<file path="src/rtl/maze_pkg.sv">
// rtl/maze_pkg.sv - shared state encoding, direction codes and sizing helper for the maze generator
package maze_pkg;

   typedef enum logic [1:0] {
      IDLE = 2'd0,
      INIT = 2'd1,
      PICK = 2'd2,
      DONE = 2'd3
   } state_t;

   localparam logic [1:0] DIR_N = 2'd0;
   localparam logic [1:0] DIR_E = 2'd1;
   localparam logic [1:0] DIR_S = 2'd2;
   localparam logic [1:0] DIR_W = 2'd3;

   // ceil(log2(value)), never less than 1 so every derived vector has a bit
   function automatic int clog2(input int value);
      int r;
      r = 0;
      while ((1 << r) < value) r++;
      return (r < 1) ? 1 : r;
   endfunction

endpackage

</file>
<file path="src/rtl/maze_dir_pick.sv">
// rtl/maze_dir_pick.sv - rotating first-candidate selector over the N/E/S/W neighbour mask
module maze_dir_pick (
   input  logic [3:0] mask,
   input  logic [1:0] start_dir,
   output logic       valid,
   output logic [1:0] dir
);

   logic [1:0] probe;

   // walk the rotation backwards so the candidate nearest start_dir is written last and wins
   always_comb begin
      valid = |mask;
      dir   = start_dir;
      probe = start_dir;
      for (int i = 3; i >= 0; i--) begin
         probe = start_dir + 2'(i);
         if (mask[probe]) dir = probe;
      end
   end

endmodule

</file>
<file path="src/rtl/maze_generator_param.sv">
// rtl/maze_generator_param.sv - depth-first backtracking maze generator with registered wall map
module maze_generator_param
   import maze_pkg::*;
#(
   parameter int W         = 10,
   parameter int H         = 15,
   parameter int OPEN_ENDS = 1,
   parameter int ENTRY_COL = 0,
   parameter int EXIT_COL  = W - 1
) (
   input  logic                 clk,
   input  logic                 rst,
   input  logic                 start,
   input  logic [7:0]           rnd,
   output logic [(H+1)*W-1:0]   h_walls,
   output logic [H*(W+1)-1:0]   v_walls,
   output logic                 busy,
   output logic                 done
);

   localparam int N   = W * H;
   localparam int CW  = clog2(N);
   localparam int HB  = (H + 1) * W;
   localparam int VB  = H * (W + 1);
   localparam int HIW = clog2(HB);
   localparam int VIW = clog2(VB);

   state_t           state_q, state_d;
   logic [CW-1:0]    cur_q, cur_d;
   logic [CW-1:0]    sp_q, sp_d;
   logic [N-1:0]     vis_q, vis_d;
   logic [CW-1:0]    stack_q [N-1];
   logic [CW-1:0]    stack_d [N-1];
   logic [HB-1:0]    h_q, h_d;
   logic [VB-1:0]    v_q, v_d;
   logic             busy_q, busy_d;
   logic             done_q, done_d;

   int               cur_i, row_i, col_i;
   logic [CW-1:0]    nb_n, nb_e, nb_s, nb_w, nb_sel;
   logic [3:0]       cand;
   logic             pick_valid;
   logic [1:0]       pick_dir;
   logic             wall_is_h;
   logic [HIW-1:0]   h_idx;
   logic [VIW-1:0]   v_idx;

   // only the two low bits of the random byte steer the walk
   logic             unused_rnd_hi;
   assign unused_rnd_hi = ^rnd[7:2];

   // neighbour cells of the current cell and which of them are in bounds and still unvisited
   always_comb begin
      cur_i = int'(cur_q);
      row_i = cur_i / W;
      col_i = cur_i % W;
      nb_n  = CW'(cur_i - W);
      nb_e  = CW'(cur_i + 1);
      nb_s  = CW'(cur_i + W);
      nb_w  = CW'(cur_i - 1);
      cand[DIR_N] = (row_i > 0)     && !vis_q[nb_n];
      cand[DIR_E] = (col_i < W - 1) && !vis_q[nb_e];
      cand[DIR_S] = (row_i < H - 1) && !vis_q[nb_s];
      cand[DIR_W] = (col_i > 0)     && !vis_q[nb_w];
   end

   maze_dir_pick u_pick (
      .mask      (cand),
      .start_dir (rnd[1:0]),
      .valid     (pick_valid),
      .dir       (pick_dir)
   );

   // target cell and the wall shared with it for the chosen direction
   always_comb begin
      nb_sel    = nb_n;
      wall_is_h = 1'b1;
      h_idx     = HIW'(cur_i);
      v_idx     = '0;
      case (pick_dir)
         DIR_N: begin
            nb_sel    = nb_n;
            wall_is_h = 1'b1;
            h_idx     = HIW'(cur_i);
         end
         DIR_E: begin
            nb_sel    = nb_e;
            wall_is_h = 1'b0;
            v_idx     = VIW'(row_i * (W + 1) + col_i + 1);
         end
         DIR_S: begin
            nb_sel    = nb_s;
            wall_is_h = 1'b1;
            h_idx     = HIW'(cur_i + W);
         end
         DIR_W: begin
            nb_sel    = nb_w;
            wall_is_h = 1'b0;
            v_idx     = VIW'(row_i * (W + 1) + col_i);
         end
      endcase
   end

   // next-state logic: carve forward when possible, otherwise backtrack, otherwise finish
   always_comb begin
      state_d = state_q;
      cur_d   = cur_q;
      sp_d    = sp_q;
      vis_d   = vis_q;
      stack_d = stack_q;
      h_d     = h_q;
      v_d     = v_q;
      case (state_q)
         IDLE: begin
            if (start) state_d = INIT;
         end
         INIT: begin
            h_d   = '1;
            v_d   = '1;
            vis_d = N'(1);
            cur_d = '0;
            sp_d  = '0;
            if (OPEN_ENDS != 0) begin
               h_d[ENTRY_COL]         = 1'b0;
               h_d[H * W + EXIT_COL]  = 1'b0;
            end
            state_d = PICK;
         end
         PICK: begin
            if (pick_valid) begin
               if (wall_is_h) h_d[h_idx] = 1'b0;
               else           v_d[v_idx] = 1'b0;
               stack_d[sp_q] = cur_q;
               sp_d          = sp_q + CW'(1);
               vis_d[nb_sel] = 1'b1;
               cur_d         = nb_sel;
            end else if (sp_q != '0) begin
               cur_d = stack_q[sp_q - CW'(1)];
               sp_d  = sp_q - CW'(1);
            end else begin
               state_d = DONE;
            end
         end
         DONE: begin
            state_d = IDLE;
         end
      endcase
      busy_d = (state_d == INIT) || (state_d == PICK);
      done_d = (state_d == DONE);
   end

   // state and wall registers; reset leaves a fully walled grid and an idle machine
   always_ff @(posedge clk or negedge rst) begin
      if (!rst) begin
         state_q <= IDLE;
         cur_q   <= '0;
         sp_q    <= '0;
         vis_q   <= '0;
         stack_q <= '{default: '0};
         h_q     <= '1;
         v_q     <= '1;
         busy_q  <= 1'b0;
         done_q  <= 1'b0;
      end else begin
         state_q <= state_d;
         cur_q   <= cur_d;
         sp_q    <= sp_d;
         vis_q   <= vis_d;
         stack_q <= stack_d;
         h_q     <= h_d;
         v_q     <= v_d;
         busy_q  <= busy_d;
         done_q  <= done_d;
      end
   end

   assign h_walls = h_q;
   assign v_walls = v_q;
   assign busy    = busy_q;
   assign done    = done_q;

endmodule

</file>
<file path="config.mk">
export PLATFORM = sky130hd
export DESIGN_NAME = maze_generator_param
export DESIGN_NICKNAME = d
export VERILOG_FILES = /design/src/rtl/maze_pkg.sv /design/src/rtl/maze_dir_pick.sv /design/src/rtl/maze_generator_param.sv
export SDC_FILE = /design/constraint.sdc
export NUM_CORES = 2
export LEC_CHECK = 0
export ABC_AREA = 1
export ABC_CLOCK_PERIOD_IN_PS = 25800
export CORE_UTILIZATION = 45
export CTS_CLUSTER_SIZE = 20
export DETAILED_ROUTE_END_ITERATION = 8
export PLACE_DENSITY_LB_ADDON = 0.2
export SLEW_MARGIN = 20
export SYNTH_ARGS = -nofsm -noshare
export SYNTH_HDL_FRONTEND = slang
export SYNTH_SLANG_ARGS = --single-unit
</file>
<file path="constraint.sdc">
create_clock -name clk -period 25.8 [get_ports clk]
set_clock_uncertainty 0.15 [all_clocks]
set_input_delay 2.58 -clock clk [delete_from_list [all_inputs] [get_ports clk]]
set_output_delay 2.58 -clock clk [all_outputs]
set_load 0.01 [all_outputs]
</file>
Word-level counts from Yosys, hierarchy flattened
Cells that the tools add are included.
{ "word_totals": {"register_bits": 1687, "output_inout_bits": 327, "word_cells": 291} }
{ "op_classes": {"eq_ne": 13, "n_div": 2, "n_mux": 54, "multipliers": 1, "add_sub_neg": 11, "magnitude_cmp": 21, "bitwise_logic": 7, "n_reduce_logical": 25} }
{ "ops": {"columns": ["op", "n"], "rows": [
  ["$bwmux 1192", 1],
  ["$mux 165", 2],
  ["$pmux 165 s2", 1],
  ["$mux 160", 2],
  ["$pmux 160 s2", 1],
  ["$pmux 150 s2", 1],
  ["$and 165x165->165", 1],
  ["$not 165->165", 1],
  ["$and 160x160->160", 1],
  ["$not 160->160", 1],
  ["$mux 150", 1],
  ["$or 150x150->150", 1],
  ["$bmux 8 s8", 1],
  ["$demux 8 s8", 1],
  ["$gt 32x1->1 const B", 2],
  ["$lt 32x5->1 const B", 2],
  ["$mux 8", 8],
  ["$lt 8x9->1 const B", 7],
  ["$pmux 8 s2", 3],
  ["$bmux 1 s8", 4],
  ["$div 9x5->32 const B", 1],
  ["$mod 9x5->32 const B", 1],
  ["$mul 32x5->8 const B", 1],
  ["$pmux 8 s4", 1],
  ["33 further kinds", 88]
]} }

Depth between registers and ports, before layout
{ "depth": {"depth_word": 22, "ltp_mapped": 70, "mapped_depth_nobuf": 63} }

By module
A second synthesis with hierarchy kept.
{ "unflattened": {"hier_cells": 9685, "area_unflattened_um2": 79750.2} }
{ "modules_own_cells": {"columns": ["module", "n_inst", "seq_area_each_um2", "area_per_inst_um2", "cells_per_inst"], "rows": [
  ["maze_generator_param", 1, 42622.1, 79532.5, 9635],
  ["maze_dir_pick", 1, 0.0, 217.7, 50]
]} }

Worst setup path after synthesis
No wires, ideal clock.
{ "synth_timing": {"kind": "register -> register", "startpoint": "register cur_q[1]", "endpoint": "register v_q[8] (netlist: v_walls[8])", "stages_incl_launch_ff": 63, "setup_slack_ps": 16478, "arrival_time_ps": 9085, "t_required_ps": 25563, "synth_period_minus_slack_ps": 9322, "setup_time_ps": 87, "path_cell_list": "dfrtp_1 > inv_1 > clkbuf_1 > clkbuf_1 > clkbuf_1 > clkbuf_1 > clkbuf_1 > ha_1 > inv_2 > nor2_8 > nand2_1 > inv_1 > o21ai_0 > ha_1 > inv_1 > nand2_1 > nand2_1 > inv_1 > [... 27 more ...] > fa_1 > ha_1 > a21oi_1 > nand2_1 > nand2_1 > nand2_1 > a21oi_1 > xnor2_1 > xnor2_1 > xor2_1 > inv_1 > nand2_1 > o21ai_1 > nor2_1 > nand2_1 > clkbuf_1 > o21ai_0 > nand2_1"} }
{ "synth_via": {"elab_chain_len": 22, "word_cells_on_any_way": 63, "cone_classes": "6 x add/sub; 1 x mul; 2 x div; 6 x order compare; 5 x eq/ne; 27 x mux; 2 x bitwise; 14 x reduce/logical"} }
{ "synth_lines": {"columns": ["item", "line", "source"], "rows": [
  ["start, declared", "maze_generator_param.sv:29", "logic [CW-1:0] cur_q, cur_d;"],
  ["start signal, assigned", "maze_generator_param.sv:166", "cur_q <= cur_d;"],
  ["parallel branches: the longest is 22 deep, another holds $div 9x5->32", null, null],
  ["end signal, assigned", "maze_generator_param.sv:171", "v_q <= v_d;"],
  ["end, declared", "maze_generator_param.sv:35", "logic [VB-1:0] v_q, v_d;"]
]} }
Parallel ways; which one is timed is not known. The select of a mux whose other input is x is not followed.
A chain may end at the register's enable or synchronous reset.

Final worst setup path
{ "layout_timing": {"startpoint": "register cur_q[2]", "endpoint": "register h_q[61] (netlist: h_walls[61])"} }
{ "layout_via": {"elab_chain_len": 22, "word_cells_on_any_way": 60, "cone_classes": "4 x add/sub; 2 x div; 6 x order compare; 5 x eq/ne; 27 x mux; 2 x bitwise; 14 x reduce/logical"} }
{ "layout_lines": {"columns": ["item", "line", "source"], "rows": [
  ["parallel branches: the longest is 22 deep, another holds $div 9x5->32", null, null],
  ["end signal, assigned", "maze_generator_param.sv:160", "h_q <= '1;"],
  ["end signal, assigned", "maze_generator_param.sv:170", "h_q <= h_d;"],
  ["end, declared", "maze_generator_param.sv:34", "logic [HB-1:0] h_q, h_d;"]
]} }
Parallel ways; which one is timed is not known. The select of a mux whose other input is x is not followed.

==> results.py <==
metrics = {
    "synth": {
        "synth_ff_type": "dfrtp_1",
        "synth_nets": 9696,
        "synth_area_leaders": "dfrtp_1, nand2_1, dfstp_2",
        "ys_types": 63,
        "yosys.area.top_type": "dfrtp_1",
        "ys_async_sr_fraction": 1.00,
        "syn_inst": 9640,
        "syn_avg_cell_area_um2": 8.26,
        "ys_seq_area_frac": 0.535,
        "yosysTopAreaCellShare": 0.428,
        "yosys_warnings": 0,
        "yosys_register_bits": 1687,
        "syn-cell-area_um2": 79600,
        "synth_edf_count": 0,
    },
    "placed_design": {
        "gp_congestion": 0.916,
        "portBuffers": 331,
        "place_ws_ns": 14.27,
        "dp_hpwl_mm": 157,
        "dp_cells": 11700,
    },
    "setup_path": {
        "cp_slowest_cell": "buf_4",
        "crit_path_max_incr_delay_ns": 0.88,
        "criticalPathCategory": "flop to flop",
        "worstSetupEndpointType": "flop",
        "cp_max_fo": 160,
        "arrival_ns": 12.50,
        "timing.critical_path.mode_cell": "nand2_1",
        "crit_path_start_kind": "flop",
        "critPathRequiredTime_ns": 26.36,
    },
    "sta": {
        "hold_viol_final": 0,
        "post-route-min-period_ns": 11.93,
        "finalSetupViolCount": 0,
        "min_period_over_period": 0.462,
        "timing.fmax_mhz": 83.8,
        "setup_slack_ns": 13.87,
        "setup-tns-final_ns": 0,
        "worst_pin_slew_ns": 1.21,
        "relSlewSlack": 0.180,
        "rsz0062_at_grt": "no",
        "slew_violations": 0,
    },
    "route": {
        "vias_per_cell": 5.78,
        "routed_wl_mm": 258,
        "drc_errors": 0,
        "wl_per_cell_um": 21.5,
        "vias": 69500,
        "dr.pass1.iters": 6,
        "detail-route-antenna-nets": 0,
        "drtIter0Drc": 7983,
    },
    "grt": {
        "grt_max_degree": 182,
        "grt_usage": 0.285,
        "grt_overflow": 0,
        "antenna_found_initial": 3,
        "grt_pass1_wl_mm": 399,
        "grt_pass1_vias": 65300,
    },
    "clock_tree": {
        "cts_tree": "done",
        "cts_buffer_depth": 3,
        "cts.repair.resized": 0,
        "path_clk_slew_ns": 0.06,
        "clock_sinks": 1687,
        "hold_buffers": 0,
        "cts_inserted_buffers": 183,
        "cts_setup_buffers": 0,
        "clock-root-buffer": "clkbuf_16",
        "cts_htree_levels": 4,
        "insertion_delay_ns": 0.84,
    },
    "floorplanning": {
        "io_pins": 338,
        "die_h_um": 423,
        "dieArea_um2": 179000,
        "coreArea_um2": 176000,
        "num_rows": 154,
        "die_x_um": 423,
        "initial_core_util": 0.453,
    },
    "job": {
        "cap_violations": 0,
    },
    "layout": {
        "stdcell_count": 12000,
        "final_nets": 9591,
        "fillers": 16800,
        "drive_gt1_frac": 0.0917,
        "syn2layout_area_growth_pct": 13.3,
    },
    "status": {
        "outcome": "completed",
    },
    "worst_hold_path": {
        "hold_class": "flop to flop",
    },
}
## metal layers
metal,global-route usage,routed length (um),vias to the layer above
met2,0.443,118000,2698
met4,0.118,10800,0
met5,0,0,-
met3,0.0471,18600,519
met1,0.394,110000,34100
li1,-,-,32200
## registers in the layout, indices dropped and copies added, names as in the netlist
name     cells
stack_q   1192
v_walls    165
h_walls    160
vis_q      150
cur_q        8
sp_q         8
state_q      2
busy         1
done         1
## layout by cell type, fill, tap and decap left out, types with 154 or more instances in the layout
master,n
o21ai_0,1695
nor2_1,315
nand3_1,329
o21ai_1,154
dfstp_2,325
clkbuf_16,184
inv_1,290
dfrtp_1,1359
nand2_1,3009
clkdlybuf4s50_1,330
a21oi_1,610
## cells in the mapped netlist, types with 6 or more instances
cell	count
nand2_1	3010
o21ai_0	1696
dfrtp_1	1362
clkbuf_1	648
a21oi_1	610
nand3_1	329
dfstp_2	325
nor2_1	320
inv_1	301
o21ai_1	154
a221oi_1	103
o2111ai_1	98
nor3_1	61
buf_1	42
o311ai_0	41
ha_1	38
nor2_2	37
nand4_1	36
xor2_1	36
a22oi_1	34
nand2_2	33
a211oi_1	30
a311oi_1	29
inv_2	28
o211ai_1	24
o22ai_1	24
buf_2	22
a31oi_1	21
a311o_1	16
nor2_4	14
nand3b_1	13
nand3_2	12
xnor2_1	10
a221o_1	7
buf_4	7
fa_1	7
buf_6	6
nand2_4	6
## cell type report
| type | count | area (um^2) | area share |
|---|---|---|---|
| clock inverters | 48 | 554 | 0.00615 |
| clock buffers | 283 | 5410 | 0.0600 |
| well taps | 2340 | 2930 | 0.0325 |
| flip-flops and latches | 1687 | 42600 | 0.473 |
| diodes | 2 | 5.00 | 0.0000555 |
| repair buffers | 435 | 4310 | 0.0478 |
| multi-input cells | 6894 | 33000 | 0.366 |
| inverters | 334 | 1320 | 0.0147 |
## final timing paths
kind | start | to | slack (ns) | cells past startpoint
setup / recovery | cur_q[2] | h_walls[61] | 13.87 | 55
hold / removal | h_walls[159] | h_walls[159] | 0.31 | 2
setup reg to reg | cur_q[2] | h_walls[61] | 13.87 | 55
hold reg to reg | h_walls[159] | h_walls[159] | 0.31 | 2
max in group asynchronous | rst | stack_q[640] | 20.11 | 6
min in group asynchronous | rst | stack_q[109] | 1.54 | 1
## stage by stage
step | area (um^2) | hold WS [ns] | util
finish | 90200 | 0.306 | 0.513
global route | 90200 | 0.320 | 0.513
CTS | 90100 | 0.308 | 0.512
detailed placement | 84100 | 0.299 | 0.478
global placement | 84100 | 0.297 | 0.478
floorplan | 79600 | 0.298 | -
## logic make-up (layout without fill, tap and decap cells)
group	after synthesis	in the layout	share of synthesized area
fa+ha+maj	45	45	0.00773
xor+xnor	46	46	0.00506
simple gates	3890	3890	0.198
compound gates	2913	2913	0.202
other cells	0	2	0
flops	1687	1687	0.535
buf+inv	1059	1100	0.0512
## worst max-delay path, delay by kind of cell (launching register included)
family,cells,cell delay (ns)
AND/OR/NAND/NOR,37,4.92
flip-flops,1,0.56
AO/OA/AOI/OAI,1,0.08
buffers and inverters,14,4.64
adder cells (fa/ha/maj),3,0.88
Power is not shown: default switching activity piles up to over one toggle a cycle in this logic, so the estimate is an artifact.
